### src/rtl/d_lsu.sv
// d_lsu: data-bus load/store unit with byte-lane steering, store replication and load extension.
// Optional read timeout is compiled in with `define LSU_TIMEOUT_EN.
//
// state     | meaning
// IDLE      | ready for a new request, bus idle
// RD_REQ    | one-cycle read request pulse
// RD_WAIT   | waiting for read data
// WR        | write request held until accepted
// DONE      | one-cycle completion with error flags
module d_lsu #(
  parameter int XLEN           = 32,
  parameter int ADDR_LEN       = 14,
  parameter int TIMEOUT_CYCLES = 64
) (
  input  logic                clk,
  input  logic                rstb,
  input  logic                lsu_req,
  input  logic                lsu_we,
  input  logic [2:0]          lsu_funct3,
  input  logic [XLEN-1:0]     lsu_addr,
  input  logic [XLEN-1:0]     lsu_wdata,
  output logic                lsu_ready,
  output logic                lsu_done,
  output logic [XLEN-1:0]     lsu_rdata,
  output logic                lsu_misalign,
  output logic                lsu_timeout,
  output logic [ADDR_LEN-1:0] d_addr,
  output logic                d_rd_req,
  input  logic                d_rd_ready,
  input  logic [XLEN-1:0]     d_rd_data,
  output logic                d_wr_req,
  input  logic                d_wr_ready,
  output logic [XLEN/8-1:0]   d_wr_be,
  output logic [XLEN-1:0]     d_wr_data
);

  localparam logic [2:0] S_IDLE    = 3'd0;
  localparam logic [2:0] S_RD_REQ  = 3'd1;
  localparam logic [2:0] S_RD_WAIT = 3'd2;
  localparam logic [2:0] S_WR      = 3'd3;
  localparam logic [2:0] S_DONE    = 3'd4;

  logic [2:0]          state;
  logic [ADDR_LEN-1:0] addr_q;
  logic [2:0]          f3_q;
  logic [XLEN-1:0]     wdata_q;
  logic [XLEN-1:0]     rdata_q;
  logic                mis_q;
  logic                req_mis;
  logic [7:0]          byte_sel;
  logic [15:0]         half_sel;
  logic [XLEN-1:0]     ld_fmt;
  logic [XLEN/8-1:0]   wr_be;
  logic [XLEN-1:0]     wr_data;
  logic                unused_addr;

  // Core address bits above the bus width are deliberately dropped.
  assign unused_addr = ^lsu_addr[XLEN-1:ADDR_LEN];

  always_comb begin
    req_mis = 1'b1;
    case (lsu_funct3)
      3'b000, 3'b100: req_mis = 1'b0;
      3'b001, 3'b101: req_mis = lsu_addr[0];
      3'b010:         req_mis = |lsu_addr[1:0];
      default:        req_mis = 1'b1;
    endcase
  end

  assign byte_sel = d_rd_data[{addr_q[1:0], 3'b000} +: 8];
  assign half_sel = d_rd_data[{addr_q[1], 4'b0000} +: 16];

  always_comb begin
    ld_fmt = d_rd_data;
    case (f3_q)
      3'b000:  ld_fmt = {{24{byte_sel[7]}}, byte_sel};
      3'b001:  ld_fmt = {{16{half_sel[15]}}, half_sel};
      3'b100:  ld_fmt = {24'd0, byte_sel};
      3'b101:  ld_fmt = {16'd0, half_sel};
      default: ld_fmt = d_rd_data;
    endcase
  end

  always_comb begin
    wr_be   = 4'hF;
    wr_data = wdata_q;
    case (f3_q[1:0])
      2'b00: begin
        wr_be   = 4'b0001 << addr_q[1:0];
        wr_data = {4{wdata_q[7:0]}};
      end
      2'b01: begin
        wr_be   = 4'b0011 << addr_q[1:0];
        wr_data = {2{wdata_q[15:0]}};
      end
      default: begin
        wr_be   = 4'hF;
        wr_data = wdata_q;
      end
    endcase
  end

`ifdef LSU_TIMEOUT_EN
  logic [7:0] tmo_cnt;
  logic       tmo_q;
  logic       tmo_hit;

  // Expiry on the last of TIMEOUT_CYCLES read cycles; a same-cycle response still wins.
  assign tmo_hit = (tmo_cnt == 8'(TIMEOUT_CYCLES - 1));
`endif

  always_ff @(posedge clk) begin
    if (!rstb) begin
      state   <= S_IDLE;
      addr_q  <= '0;
      f3_q    <= '0;
      wdata_q <= '0;
      rdata_q <= '0;
      mis_q   <= 1'b0;
`ifdef LSU_TIMEOUT_EN
      tmo_cnt <= '0;
      tmo_q   <= 1'b0;
`endif
    end else begin
      case (state)
        S_IDLE: begin
          if (lsu_req) begin
            addr_q  <= lsu_addr[ADDR_LEN-1:0];
            f3_q    <= lsu_funct3;
            wdata_q <= lsu_wdata;
            mis_q   <= req_mis;
`ifdef LSU_TIMEOUT_EN
            tmo_cnt <= '0;
            tmo_q   <= 1'b0;
`endif
            if (req_mis)     state <= S_DONE;
            else if (lsu_we) state <= S_WR;
            else             state <= S_RD_REQ;
          end
        end
        S_RD_REQ, S_RD_WAIT: begin
          if (d_rd_ready) begin
            rdata_q <= ld_fmt;
            state   <= S_DONE;
          end
`ifdef LSU_TIMEOUT_EN
          else if (tmo_hit) begin
            rdata_q <= '0;
            tmo_q   <= 1'b1;
            state   <= S_DONE;
          end else begin
            tmo_cnt <= tmo_cnt + 8'd1;
            state   <= S_RD_WAIT;
          end
`else
          else begin
            state <= S_RD_WAIT;
          end
`endif
        end
        S_WR: begin
          if (d_wr_ready) state <= S_DONE;
        end
        S_DONE: begin
          state <= S_IDLE;
          mis_q <= 1'b0;
`ifdef LSU_TIMEOUT_EN
          tmo_q <= 1'b0;
`endif
        end
        default: state <= S_IDLE;
      endcase
    end
  end

  assign lsu_ready    = (state == S_IDLE);
  assign lsu_done     = (state == S_DONE);
  assign lsu_misalign = lsu_done & mis_q;
  assign lsu_rdata    = rdata_q;
  assign d_rd_req     = (state == S_RD_REQ);
  assign d_wr_req     = (state == S_WR);
  // The RAM/register mux steers on the previous cycle's address, so hold it until IDLE.
  assign d_addr       = (state == S_IDLE) ? '0 : {addr_q[ADDR_LEN-1:2], 2'b00};
  assign d_wr_be      = d_wr_req ? wr_be : '0;
  assign d_wr_data    = d_wr_req ? wr_data : '0;

`ifdef LSU_TIMEOUT_EN
  assign lsu_timeout  = lsu_done & tmo_q;
`else
  logic unused_tmo_cfg;
  assign unused_tmo_cfg = (TIMEOUT_CYCLES > 0);
  assign lsu_timeout  = 1'b0;
`endif

endmodule

### config.mk
export PLATFORM = sky130hd
export DESIGN_NAME = d_lsu
export DESIGN_NICKNAME = d
export VERILOG_FILES = /design/src/rtl/d_lsu.sv
export SDC_FILE = /design/constraint.sdc
export NUM_CORES = 1
export LEC_CHECK = 0
export ABC_CLOCK_PERIOD_IN_PS = 1700
export CORE_UTILIZATION = 42
export DETAILED_ROUTE_END_ITERATION = 6
export GPL_TIMING_DRIVEN = 1
export PLACE_DENSITY = 0.84
export SLEW_MARGIN = 15
export SYNTH_ARGS = -nofsm -noshare
export SYNTH_HDL_FRONTEND = slang
export SYNTH_SLANG_ARGS = --single-unit
### constraint.sdc
create_clock -name clk -period 1.7 [get_ports clk]
set_input_delay 0.17 -clock clk [delete_from_list [all_inputs] [get_ports clk]]
set_output_delay 0.17 -clock clk [all_outputs]
set_load 0.02 [all_outputs]
[Word-level counts from Yosys, hierarchy flattened]
Index checks and enable logic that the tools add are counted.
Storage, ports and cells
  flip-flop bits (word level): 85
  bits in latches: 0
  memory bits (writable): 0
  ROM bits: 0
  word-level logic and storage cells: 53
  memories kept: 0
Operators by class
  add/sub/neg operators: 0
  multiply operators: 0
  divide/modulo/power cells: 0
  magnitude comparators: 0
  equality and inequality tests: 14
  shift operators: 4
  muxes and demuxes: 15
  bitwise gates (word level): 1
  reduce and logical (&&, ||, !) cells: 13
Operators by type and width (count)
  $pmux W32 S4: 1
  $pmux W32 S2: 1
  $mux W32: 1
  $shiftx A32 B6 Y16: 1
  $shiftx A32 B6 Y8: 1
  $eq A3 B3 Y1 const B: 5
  $mux W14: 1
  $mux W3: 4
  $eq A3 B1 Y1 const B: 3
  $eq A3 B2 Y1 const B: 3
  $logic_not A3 Y1: 3
  $pmux W3 S3: 1
  $pmux W4 S2: 1
  $reduce_and A2 Y1: 4
  $reduce_or A2 Y1: 4
  $mux W4: 1
  $shl A1 B2 Y4 const A: 1
  $shl A2 B2 Y4 const A: 1
  $pmux W1 S3: 1
  $eq A2 B1 Y1 const B: 1
  $logic_not A2 Y1: 1
  $mux W2: 1
  $ne A2 B1 Y1 const B: 1
  $ne A2 B2 Y1 const B: 1
  other kinds (4): 4

[Longest topological paths before layout]
Gate-level depths: netlist of the first run.
  word-level depth: 6
  mapped depth: 8

[Least setup slack after synthesis of the first run]
Ideal clock, no wire load.
  path kind: register to output
  from: reg state[1]
  to: out d_wr_be[2]
  arrival: 1565 ps
  required time: 1530 ps
  slack: -35 ps
  stages on the path, launching flop included: 7
  cell sequence: dfxtp_1 -> buf_4 -> nand3b_1 -> inv_1 -> clkbuf_1 -> nand2_1 -> a21oi_1
On the way
  longest elaborated chain between the ends: 2
Ends and longest elaborated chain
  start: declaration: RTL line 43  | logic [2:0] state;
  start signal: assignment: RTL line 114  | state <= S_IDLE;
  start signal: assignment: RTL line 136  | if (req_mis) state <= S_DONE;
  start signal: assignment: RTL line 137  | else if (lsu_we) state <= S_WR;
  $eq A3 B2 Y1: RTL line 181  | assign d_wr_req = (state == S_WR);
  named net d_wr_req: RTL line 31  | output logic d_wr_req,
  $mux W4: RTL line 184  | assign d_wr_be = d_wr_req ? wr_be : '0;
  end: declaration: RTL line 33  | output logic [XLEN/8-1:0] d_wr_be,
The timed path passes the listed nets, and every way through them passes these cells.

[Worst setup path after layout of the first run]
  from: reg f3_q[0]
  to: out d_wr_data[31]
On the way
  longest elaborated chain between the ends: 3
  elaborated cells between the ends (all ways): 4
Ends and longest elaborated chain
  start: declaration: RTL line 45  | logic [2:0] f3_q;
  start signal: assignment: RTL line 129  | f3_q <= lsu_funct3;
  $eq A2 B1 Y1 or $logic_not A2 Y1 (tied branches): RTL line 87  | case (f3_q[1:0])
  $pmux W32 S2 (*): RTL line 87
  $mux W32 (*): RTL line 185  | assign d_wr_data = d_wr_req ? wr_data : '0;
  end: declaration: RTL line 34  | output logic [XLEN-1:0] d_wr_data
Mark *: on every way between the ends. The rest lies on a longest branch, timed or not.

==> impl_results.md, run 1 <==
- HP Class: input port to flip-flop
- Share of the clock period used by the worst path after layout: 99.5%
- Die Footprint: 10600 um2
- Mean area per synthesized cell: 7.41 um2
- Chip width: 103 um
- Floorplan row count: 36
- Cell type with the highest aggregate area in the netlist: sky130_fd_sc_hd__dfxtp_1
- Post-detailed-route count of antenna-violating nets: 0
- Required time at the endpoint of the critical path: 1.53 ns
- Synth unique cells: 40
- EDFF count, synth: 0
- Top_reg_cell synth: sky130_fd_sc_hd__dfxtp_1
- Number of buffers created by CTS: 9
- Wire length of the first global-routing pass: 21.7 mm
- Worst R2R Start: state[2]
- Maximum clock insertion buffer count: 2
- Leakage: 2.60 nW
- Residual DRC count: 0
- Tot GR Track Use: 26.8%
- Detailed placer's ending HPWL: 10.5 mm
- Final min period: 1.69 ns
- Worst skew pair latency: 0.35 ns
- Post-synthesis instance area: 4260 um2
- Drt first-iter violations: 233
- Area growth, synth to finish: 53.1%
- CTS clk-pin slew, worst paths: 0.08 ns
- Die Height: 103 um
- Peak VDD IR: 0.000541 V
- Count of buffers from port buffering: 171
- Post-Place Cell Area: 6300 um2
- Diodes inserted: 0
- Sequential Area: 1710 um2
- Startpoint kind of the worst setup timing path: flip-flop
- CP Data Arrival Time: 1.52 ns
- Ranking of synthesized cells by area: sky130_fd_sc_hd__dfxtp_1, sky130_fd_sc_hd__nand2_1, sky130_fd_sc_hd__a21oi_1
- Cell Pwr Density: 809 nW/um2
- Gate count of the mapped netlist: 575
- Hold_ws: 0.357 ns
- CTS tree: built
- Critical path origin: f3_q[0]
- Final Hold Viols: 0
- Internal reg-to-reg setup slack: 0.08 ns
- Category of the worst setup path capture point: output pin
- Destination of the worst register-to-register timing path: wdata_q[18]
- Share of layout cells above drive strength 1: 20.2%
- Filler cell count: 846
- Multi-input gate area: 2320 um2
- Number of standard cells in the layout, taps in and fillers out: 896
- Wire length after detailed routing: 14.4 mm
- Number of vias after detailed routing: 4826
- Hold depth: 3
- Most common cell in the netlist: sky130_fd_sc_hd__nand2_1
- Depth of the worst register-to-register path: 7
- Total of max-cap violations: 0
- Seq cells post-synth: 85
- Worst Path Max Fanout: 6
- Post-route cell area: 6520 um2
- Total Power: 5.28 mW
- Most common library cells after synthesis: sky130_fd_sc_hd__nand2_1, sky130_fd_sc_hd__a21oi_1, sky130_fd_sc_hd__dfxtp_1, sky130_fd_sc_hd__nor2_1, sky130_fd_sc_hd__o21ai_0
- Starting density of the core: 43.4%
- # clock sinks: 85
- Nets: 865
- Max-slew violations: 0
- Length of the first detailed-routing pass in iterations: 5
- Setup violation total in the final timing report: 0
- Fmax: 591 MHz
- Portion of the post-synthesis area used by sequential elements: 39.9%
- Fraction of registers with async set/reset: 0%
- Synthesis Warnings: 0
- CTS HTree Levels: 3
- WS Path Type: flip-flop to output pin
- Via count of the first global-routing pass: 4660
- Endpoint of the most critical setup path: d_wr_data[31]
- Routability cong.: 0.901
- Run status: finished clean
- Hold-fix buffers, CTS: 0
- Buffer type at the clock tree root: sky130_fd_sc_hd__clkbuf_8
- Pin count of the biggest net entering global routing: 44
- Overflow after GRT: 0
- Post-Place Cells: 876
- Wirelength per Cell: 16.1 um
- Per-cell via count in the routed design: 5.39
- CORE AREA: 9820 um2
- I/O pin count: 193
- Setup skew after layout: 0.00699 ns
- Initial antenna violation count: 0
- Share of the synthesized area in the top cell type: 39.9%
- RSZ-0062 raised after global routing: yes
[cells by family after synthesis]
| group | Yosys count | synth area share [%] |
|---|---|---|
| and+or+nand+nor | 216 | 21.6 |
| AOI/OAI and AO/OA | 168 | 21.9 |
| DFF | 85 | 39.9 |
| buffers and inverters | 69 | 7.84 |
| muxes | 34 | 8.28 |
| xor gates and xnor gates | 2 | 0.411 |
| other | 1 | 0.0880 |
[timing repair]
action / in CTS / in global routing
gates resized for setup: 201 / 52
pin swaps: 0 / 8
setup buffers: 4 / 2
setup endpoints to repair: 54 / 105
cloned: 0 / 1
[per-stage QoR]
stage / setup TNS [ns] / utilization (%) / setup slack, ns
finish: 0 / 66.4 / 0.00892
global route: -1.05 / 66.4 / -0.0734
CTS: -0.117 / 65.0 / -0.115
detailed placement: -0.945 / 64.1 / -0.0924
global placement: -0.437 / 64.1 / -0.0565
floorplan: 0 / - / 0.115
[area by class of cell]
cell class	count	share of cell area [%]
multi-input cells	423	35.6
repair buffers	220	31.2
flip-flops and latches	85	26.3
well taps	133	2.55
clock buffers	10	1.96
inverters	21	1.23
clock inverters	4	1.15
[state kept, by name, indices dropped and copies added, names as in the netlist]
name       flops
addr_q        14
f3_q           3
state          3
mis_q          1
lsu_rdata     32
wdata_q       32
[how the worst min path moves through the flow]
stage                  startpoint           to  slack [ns]
floorplan            lsu_addr[10]   addr_q[10]        0.31
global placement        addr_q[9]    addr_q[9]        0.44
detailed placement      addr_q[9]    addr_q[9]        0.44
CTS                 lsu_wdata[31]  wdata_q[31]        0.34
global route        lsu_wdata[31]  wdata_q[31]        0.34
finish              lsu_wdata[31]  wdata_q[31]        0.36
[critical path: stages, from the launching register on]
cell and delay, ns:
sky130_fd_sc_hd__dfxtp_4 0.40, sky130_fd_sc_hd__buf_6 0.14, sky130_fd_sc_hd__mux2i_1 0.22, sky130_fd_sc_hd__nor2_1 0.08, sky130_fd_sc_hd__a21oi_1 0.12, sky130_fd_sc_hd__nor2_1 0.05
sky130_fd_sc_hd__buf_2 0.16
[power breakdown]
part	internal, mW	switching [mW]
Sequential	2.15	0.110
Combinational	0.734	0.755
Clock	0.813	0.712
[metal layers]
layer	wire [um]	share of wire (%)	global-route usage (%)	up-vias
met1	5550	39	28.7	2284
met5	0	0	0	-
met3	1230	8.5	7.05	31
met2	7290	51	49.4	208
met4	336	2.3	11.4	0
li1	-	-	-	2303
[layout by cell type (no fill, tap or decap), types with 2 or more instances in the layout]
cell,netlist,routed
sky130_fd_sc_hd__nand2_1,137,135
sky130_fd_sc_hd__clkdlybuf4s50_1,0,118
sky130_fd_sc_hd__a21oi_1,102,96
sky130_fd_sc_hd__dfxtp_1,85,79
sky130_fd_sc_hd__buf_4,5,45
sky130_fd_sc_hd__nor2_1,42,40
sky130_fd_sc_hd__o21ai_0,35,34
sky130_fd_sc_hd__buf_2,7,28
sky130_fd_sc_hd__mux2i_1,24,22
sky130_fd_sc_hd__and2_1,22,19
sky130_fd_sc_hd__inv_1,19,18
sky130_fd_sc_hd__mux2_2,10,10
sky130_fd_sc_hd__o22ai_1,9,9
sky130_fd_sc_hd__clkbuf_8,0,9
sky130_fd_sc_hd__buf_6,6,9
sky130_fd_sc_hd__a221oi_1,8,8
sky130_fd_sc_hd__a22oi_1,7,7
sky130_fd_sc_hd__clkdlybuf4s15_2,0,7
sky130_fd_sc_hd__buf_12,0,7
sky130_fd_sc_hd__a21oi_2,0,6
sky130_fd_sc_hd__dfxtp_2,0,4
sky130_fd_sc_hd__and2_4,0,3
sky130_fd_sc_hd__conb_1,1,3
sky130_fd_sc_hd__clkbuf_2,1,3
sky130_fd_sc_hd__nand3b_1,2,2
sky130_fd_sc_hd__nor3b_1,2,2
sky130_fd_sc_hd__mux2i_2,0,2
sky130_fd_sc_hd__nand2_2,0,2
sky130_fd_sc_hd__nor3_1,2,2
sky130_fd_sc_hd__clkinvlp_4,0,2
sky130_fd_sc_hd__bufinv_16,0,2
sky130_fd_sc_hd__dfxtp_4,0,2
No activity file was read; power rests on OpenSTA's default activity.
==> inputs of run 2 (changes only) <==
RECOVER_POWER = 100   (was unset)
==> run 2 against run 1 <==
Effect of this change: utilization is 0.74 points lower; design area is 1.1% lower; die area stayed put; first-iteration DRC count is 9.0% lower; global-route usage stayed put; sequential share of layout area is 0.30 points higher; sequential cell count stayed put; cell count stayed put; critical path type unchanged; largest power group unchanged.
==> impl_results.md, run 2 (synthesis results as in run 1) <==
- Per-cell via count in the routed design: 5.35 (was 5.39)
- Hold depth: 3 (unchanged)
- Leakage: 2.67 nW (was 2.60 nW)
- Diodes inserted: 0 (unchanged)
- Routing layer with the top usage in global route: met2 (unchanged)
- CTS tree: built (unchanged)
- Count of buffers from port buffering: 171 (unchanged)
- CORE AREA: 9820 um2 (unchanged)
- CP Data Arrival Time: 1.52 ns (about the same)
- Overflow after GRT: 0 (unchanged)
- CTS HTree Levels: 3 (unchanged)
- Run status: finished clean (unchanged)
- Starting density of the core: 43.4% (unchanged)
- Maximum clock insertion buffer count: 2 (unchanged)
- Hold-fix buffers, CTS: 0 (unchanged)
- Most frequent standard cell in the layout excluding fill and tap cells: sky130_fd_sc_hd__nand2_1 (unchanged)
- I/O pin count: 193 (unchanged)
- Wire length of the first global-routing pass: 21.7 mm (unchanged)
- Total of max-cap violations: 0 (unchanged)
- # clock sinks: 85 (unchanged)
- Most frequent cells in the layout: sky130_fd_sc_hd__nand2_1, sky130_fd_sc_hd__a21oi_1, sky130_fd_sc_hd__clkdlybuf4s50_1 (was sky130_fd_sc_hd__nand2_1, sky130_fd_sc_hd__clkdlybuf4s50_1, sky130_fd_sc_hd__a21oi_1)
- Die Height: 103 um (unchanged)
- Initial antenna violation count: 0 (unchanged)
- Area growth, synth to finish: 51.4% (was 53.1%)
- Required time at the endpoint of the critical path: 1.53 ns (about the same)
- Length of the first detailed-routing pass in iterations: 5 (unchanged)
- Worst skew pair latency: 0.35 ns (about the same)
- Met1 Use GR: 28.7% (unchanged)
- Number of buffers created by CTS: 9 (unchanged)
- Setup violation total in the final timing report: 0 (unchanged)
- Detailed placer's ending HPWL: 10.5 mm (unchanged)
- Pin count of the biggest net entering global routing: 44 (unchanged)
- Tot GR Track Use: 26.8% (unchanged)
- RSZ-0062 raised after global routing: yes (unchanged)
- Max-slew violations: 0 (unchanged)
- Wirelength per Cell: 16.0 um (was 16.1 um)
- Fmax: 591 MHz (about the same)
- Hold_ws: 0.357 ns (about the same)
- Via count of the first global-routing pass: 4660 (unchanged)
- Setup skew after layout: 0.00848 ns (was 0.00699 ns)
- Met2 track demand over resource: 49.4% (unchanged)
- Wire length after detailed routing: 14.4 mm (about the same)
- Final Hold Viols: 0 (unchanged)
- Setup TNS: 0 ns (unchanged)
- Number of vias after detailed routing: 4794 (was 4826)
- HP Class: input port to flip-flop (unchanged)
- Total Power: 5.21 mW (was 5.28 mW)
- CTS clk-pin slew, worst paths: 0.09 ns (was 0.08 ns)
- Peak VDD IR: 0.000539 V (was 0.000541 V)
- Chip width: 103 um (unchanged)
- Floorplan row count: 36 (unchanged)
- Depth of the worst register-to-register path: 7 (unchanged)
- Buffer type at the clock tree root: sky130_fd_sc_hd__clkbuf_8 (unchanged)
- Residual DRC count: 0 (unchanged)
- WS Path Type: flip-flop to output pin (unchanged)
- Filler cell count: 863 (was 846)
- Worst Path Max Fanout: 6 (unchanged)
- Startpoint kind of the worst setup timing path: flip-flop (unchanged)
- Share of layout cells above drive strength 1: 20.1% (was 20.2%)
- Final min period: 1.69 ns (about the same)
- Met3 track utilization from global routing: 7.05% (unchanged)
- Drt first-iter violations: 212 (was 233)
- Share of the clock period used by the worst path after layout: 99.5% (about the same)
- Routability cong.: 0.901 (unchanged)
- Die Footprint: 10600 um2 (unchanged)
- Nets: 865 (unchanged)
- Post-detailed-route count of antenna-violating nets: 0 (unchanged)
- Cell Pwr Density: 808 nW/um2 (was 809 nW/um2)
- Category of the worst setup path capture point: output pin (unchanged)
==> run 2: routing by layer <==
metal	wire length (um)	up-vias
met1	5510	2265
met5	0	-
met4	290	0
li1	-	2301
met2	7330	206
met3	1240	22
==> run 2: worst paths after layout <==
check	startpoint	end	slack, ns
worst min-delay path	lsu_wdata[31]	wdata_q[31]	0.36
worst max-delay path	f3_q[0]	d_wr_data[31]	0.008
worst min register to register	addr_q[9]	addr_q[9]	0.46
worst max register to register	state[0]	lsu_rdata[15]	0.02
==> run 2: where the power goes <==
group / internal, mW / switching [mW]
combinational: 0.677 / 0.748
clock: 0.813 / 0.713
sequential: 2.15 / 0.106
total: 3.64 / 1.57
==> run 2: per-stage QoR <==
step | utilization (%) | worst slack (ns) | instances | instance area, um2
floorplan | - | 0.115 | 577 | 4270
global placement | 64.1 | -0.0565 | 876 | 6300
detailed placement | 64.1 | -0.0924 | 876 | 6300
CTS | 65.0 | -0.115 | 894 | 6390
global route | 65.7 | -0.0734 | 896 | 6450
finish | 65.7 | 0.00836 | 896 | 6450
==> run 2: repair_timing <==
| item | in CTS | in global routing |
|---|---|---|
| endpoints found under the setup margin | 54 | 105 |
| gates cloned | 0 | 1 |
| gates resized for setup | 201 | 52 |
| pin swaps | 0 | 8 |
| setup buffers | 4 | 2 |
==> run 2: final cells by class <==
| class | count | area [um2] | area share [%] |
|---|---|---|---|
| Clock buffer | 10 | 128 | 1.98 |
| Tap cell | 133 | 166 | 2.58 |
| Timing Repair Buffer | 220 | 1970 | 30.5 |
| Inverter | 21 | 80.1 | 1.24 |
| Sequential cell | 85 | 1710 | 26.6 |
| Clock inverter | 4 | 75.1 | 1.16 |
| Multi-Input combinational cell | 423 | 2320 | 36.0 |
==> run 2: worst max-delay path: stages, from the launching register on <==
cell and delay, ns:
sky130_fd_sc_hd__dfxtp_4 0.40, sky130_fd_sc_hd__buf_6 0.14, sky130_fd_sc_hd__mux2i_1 0.22, sky130_fd_sc_hd__nor2_1 0.08, sky130_fd_sc_hd__a21oi_1 0.12, sky130_fd_sc_hd__nor2_1 0.05
sky130_fd_sc_hd__buf_2 0.16
==> inputs of run 3 (changes only) <==
ABC_AREA = 1   (was unset)
CORE_UTILIZATION = 43   (was 42)
==> run 3 against run 2 <==
Effect of this change: the flow now finishes with violations (negative setup slack); critical path depth is the same; critical endpoint is now d_wr_data[12]; total power grew 6.3%; synthesized area grew 4.4%; clock power shrank 5%; count of clock-buffer cells in the layout grew 1; synthesized cell count grew 13%; first-iteration DRC count grew 72%; utilization grew 0.072 points; worst hold slack lost 0.021 ns; critical path type unchanged.
==> impl_results.md, run 3 <==
- Run status: complete, but fails checks (was finished clean)
- Violated checks: negative setup slack
- Mean area per synthesized cell: 6.83 um2 (was 7.41 um2)
- Final Hold Viols: 0 (unchanged)
- Portion of the post-synthesis area used by sequential elements: 38.3% (was 39.9%)
- Most common library cells after synthesis: sky130_fd_sc_hd__nand2_1, sky130_fd_sc_hd__inv_1, sky130_fd_sc_hd__a21oi_1, sky130_fd_sc_hd__dfxtp_1, sky130_fd_sc_hd__o21ai_0 (was sky130_fd_sc_hd__nand2_1, sky130_fd_sc_hd__a21oi_1, sky130_fd_sc_hd__dfxtp_1, sky130_fd_sc_hd__nor2_1, sky130_fd_sc_hd__o21ai_0)
- Area growth, synth to finish: 46.5% (was 51.4%)
- Fmax: 558 MHz (was 591 MHz)
- Wirelength per Cell: 15.2 um (was 16.0 um)
- WS Path Type: flip-flop to output pin (unchanged)
- Count of buffers from port buffering: 171 (unchanged)
- Share of the synthesized area in the top cell type: 38.3% (was 39.9%)
- Number of standard cells in the layout, taps in and fillers out: 960 (was 896)
- Final min period: 1.79 ns (was 1.69 ns)
- Required time at the endpoint of the critical path: 1.53 ns (about the same)
- I/O pin count: 193 (unchanged)
- Tot GR Track Use: 26.5% (was 26.8%)
- Layout Utilization: 65.8% (was 65.7%)
- Buffer type at the clock tree root: sky130_fd_sc_hd__clkbuf_8 (unchanged)
- Wire length of the first global-routing pass: 23.2 mm (was 21.7 mm)
- Per-cell via count in the routed design: 5.20 (was 5.35)
- CTS tree: built (unchanged)
- Category of the worst setup path capture point: output pin (unchanged)
- Number of buffers created by CTS: 9 (unchanged)
- Setup violation total in the final timing report: 7 (was 0)
- Starting density of the core: 44.9% (was 43.4%)
- Initial antenna violation count: 0 (unchanged)
- Wire length after detailed routing: 14.6 mm (was 14.4 mm)
- CORE AREA: 9910 um2 (was 9820 um2)
- Fraction of registers with async set/reset: 0% (unchanged)
- Peak VDD IR: 0.000576 V (was 0.000539 V)
- Cell type with the highest aggregate area in the netlist: sky130_fd_sc_hd__dfxtp_1 (unchanged)
- Most frequent standard cell in the layout excluding fill and tap cells: sky130_fd_sc_hd__nand2_1 (unchanged)
- Nets: 928 (was 865)
- EDFF count, synth: 0 (unchanged)
- Length of the first detailed-routing pass in iterations: 6 (was 5)
- # clock sinks: 85 (unchanged)
- Overflow after GRT: 0 (unchanged)
- Synth unique cells: 32 (was 40)
- HP Class: input port to flip-flop (unchanged)
- Routability cong.: 0.915 (was 0.901)
- Number of vias after detailed routing: 4995 (was 4794)
- Maximum clock insertion buffer count: 2 (unchanged)
- Pin count of the biggest net entering global routing: 49 (was 44)
- CTS clk-pin slew, worst paths: 0.08 ns (was 0.09 ns)
- Worst Path Max Fanout: 6 (unchanged)
- Die Height: 104 um (was 103 um)
- Cell Pwr Density: 850 nW/um2 (was 808 nW/um2)
- Diodes inserted: 0 (unchanged)
- Total of max-cap violations: 0 (unchanged)
- Seq cells post-synth: 85 (unchanged)
- Hold_ws: 0.336 ns (was 0.357 ns)
- Share of layout cells above drive strength 1: 17.0% (was 20.1%)
- Most frequent cells in the layout: sky130_fd_sc_hd__nand2_1, sky130_fd_sc_hd__inv_1, sky130_fd_sc_hd__clkdlybuf4s50_1 (was sky130_fd_sc_hd__nand2_1, sky130_fd_sc_hd__a21oi_1, sky130_fd_sc_hd__clkdlybuf4s50_1)
- Worst skew pair latency: 0.35 ns (about the same)
- Leakage: 3.06 nW (was 2.67 nW)
- Max-slew violations: 0 (unchanged)
- Setup skew after layout: 0.0132 ns (was 0.00848 ns)
- Die Footprint: 10800 um2 (was 10600 um2)
- Most common cell in the netlist: sky130_fd_sc_hd__nand2_1 (unchanged)
- Smallest setup slack after layout: -0.0920 ns (was 0.00836 ns)
- Post-synthesis instance area: 4450 um2 (was 4260 um2)
- Top_reg_cell synth: sky130_fd_sc_hd__dfxtp_1 (unchanged)
- Post-detailed-route count of antenna-violating nets: 0 (unchanged)
- RSZ-0062 raised after global routing: yes (unchanged)
- Pre-CTS WS: -0.198 ns (was -0.0924 ns)
- Gate count of the mapped netlist: 651 (was 575)
- CP Data Arrival Time: 1.62 ns (was 1.52 ns)
- Floorplan row count: 36 (unchanged)
- Chip width: 104 um (was 103 um)
- Residual DRC count: 0 (unchanged)
- Detailed placer's ending HPWL: 10.7 mm (was 10.5 mm)
- Ranking of synthesized cells by area: sky130_fd_sc_hd__dfxtp_1, sky130_fd_sc_hd__nand2_1, sky130_fd_sc_hd__a21oi_1 (unchanged)
- Via count of the first global-routing pass: 4796 (was 4660)
- Total Power: 5.54 mW (was 5.21 mW)
- Drt first-iter violations: 364 (was 212)
- Share of the clock period used by the worst path after layout: 105% (was 99.5%)
- Synthesis Warnings: 0 (unchanged)
- CTS HTree Levels: 3 (unchanged)
- Startpoint kind of the worst setup timing path: flip-flop (unchanged)
- Post-Place Cells: 941 (was 876)
==> run 3: cell families (layout without fill, tap and decap cells) <==
logic type	Yosys count	in the layout	synth area share [%]
compound gates	213	213	27.2
buf+inv	147	321	14.6
flops	85	85	38.3
other cells	1	3	0.0843
simple gates	205	205	19.9
==> run 3: worst paths after layout <==
| kind | slack (ns) | to | from | cells after the start |
|---|---|---|---|---|
| worst max-delay path | -0.09 | d_wr_data[12] | state[0] | 6 |
| worst min-delay path | 0.34 | f3_q[0] | rstb | 3 |
| worst max register to register | 0.05 | wdata_q[24] | state[1] | 10 |
| worst min register to register | 0.46 | addr_q[4] | addr_q[4] | 2 |
==> run 3: area by class of cell <==
class                      count  area, um2
fill                         852       3390
multi-input combinational    421       2190
timing repair buffer         209       1890
sequential                    85       1710
inverter                      97        364
tap                          133        166
clock buffer                  11        151
clock inverter                 4       47.5
==> run 3: report_power, final <==
part / total [mW] / internal (mW) / switching, mW
Combinational: 1.77 / 0.746 / 1.03
Sequential: 2.30 / 2.20 / 0.106
Clock: 1.46 / 0.748 / 0.714
Total: 5.54 / 3.69 / 1.85
==> run 3: timing repair <==
item / in CTS / in global routing
endpoints found under the setup margin: 53 / 81
pin swaps: 2 / 1
buffers inserted: 3 / 1
hold buffers: 0 / 0
gates resized for setup: 196 / 75
hold endpoints to repair: 0 / 0
==> run 3: through the flow <==
| stage | setup TNS [ns] | cell area [um2] |
|---|---|---|
| floorplan | 0 | 4460 |
| global placement | -2.61 | 6370 |
| detailed placement | -3.40 | 6370 |
| CTS | -0.268 | 6520 |
| global route | -1.19 | 6520 |
| finish | -0.176 | 6520 |
==> run 3: critical path, cell delays in order (launching register included) <==
cell and delay (ns):
sky130_fd_sc_hd__dfxtp_2 0.37, sky130_fd_sc_hd__nand2_4 0.07, sky130_fd_sc_hd__nor2_4 0.15, sky130_fd_sc_hd__buf_6 0.15, sky130_fd_sc_hd__o221ai_1 0.15, sky130_fd_sc_hd__a21oi_1 0.22
sky130_fd_sc_hd__buf_4 0.18
==> run 3: metal layers <==
| layer | wire, um | vias up | track usage [%] |
|---|---|---|---|
| met5 | 0 | - | 0 |
| met4 | 567 | 0 | 11.7 |
| met3 | 1050 | 45 | 4.97 |
| met2 | 7060 | 255 | 46.0 |
| met1 | 5900 | 2235 | 31.8 |
| li1 | - | 2460 | - |
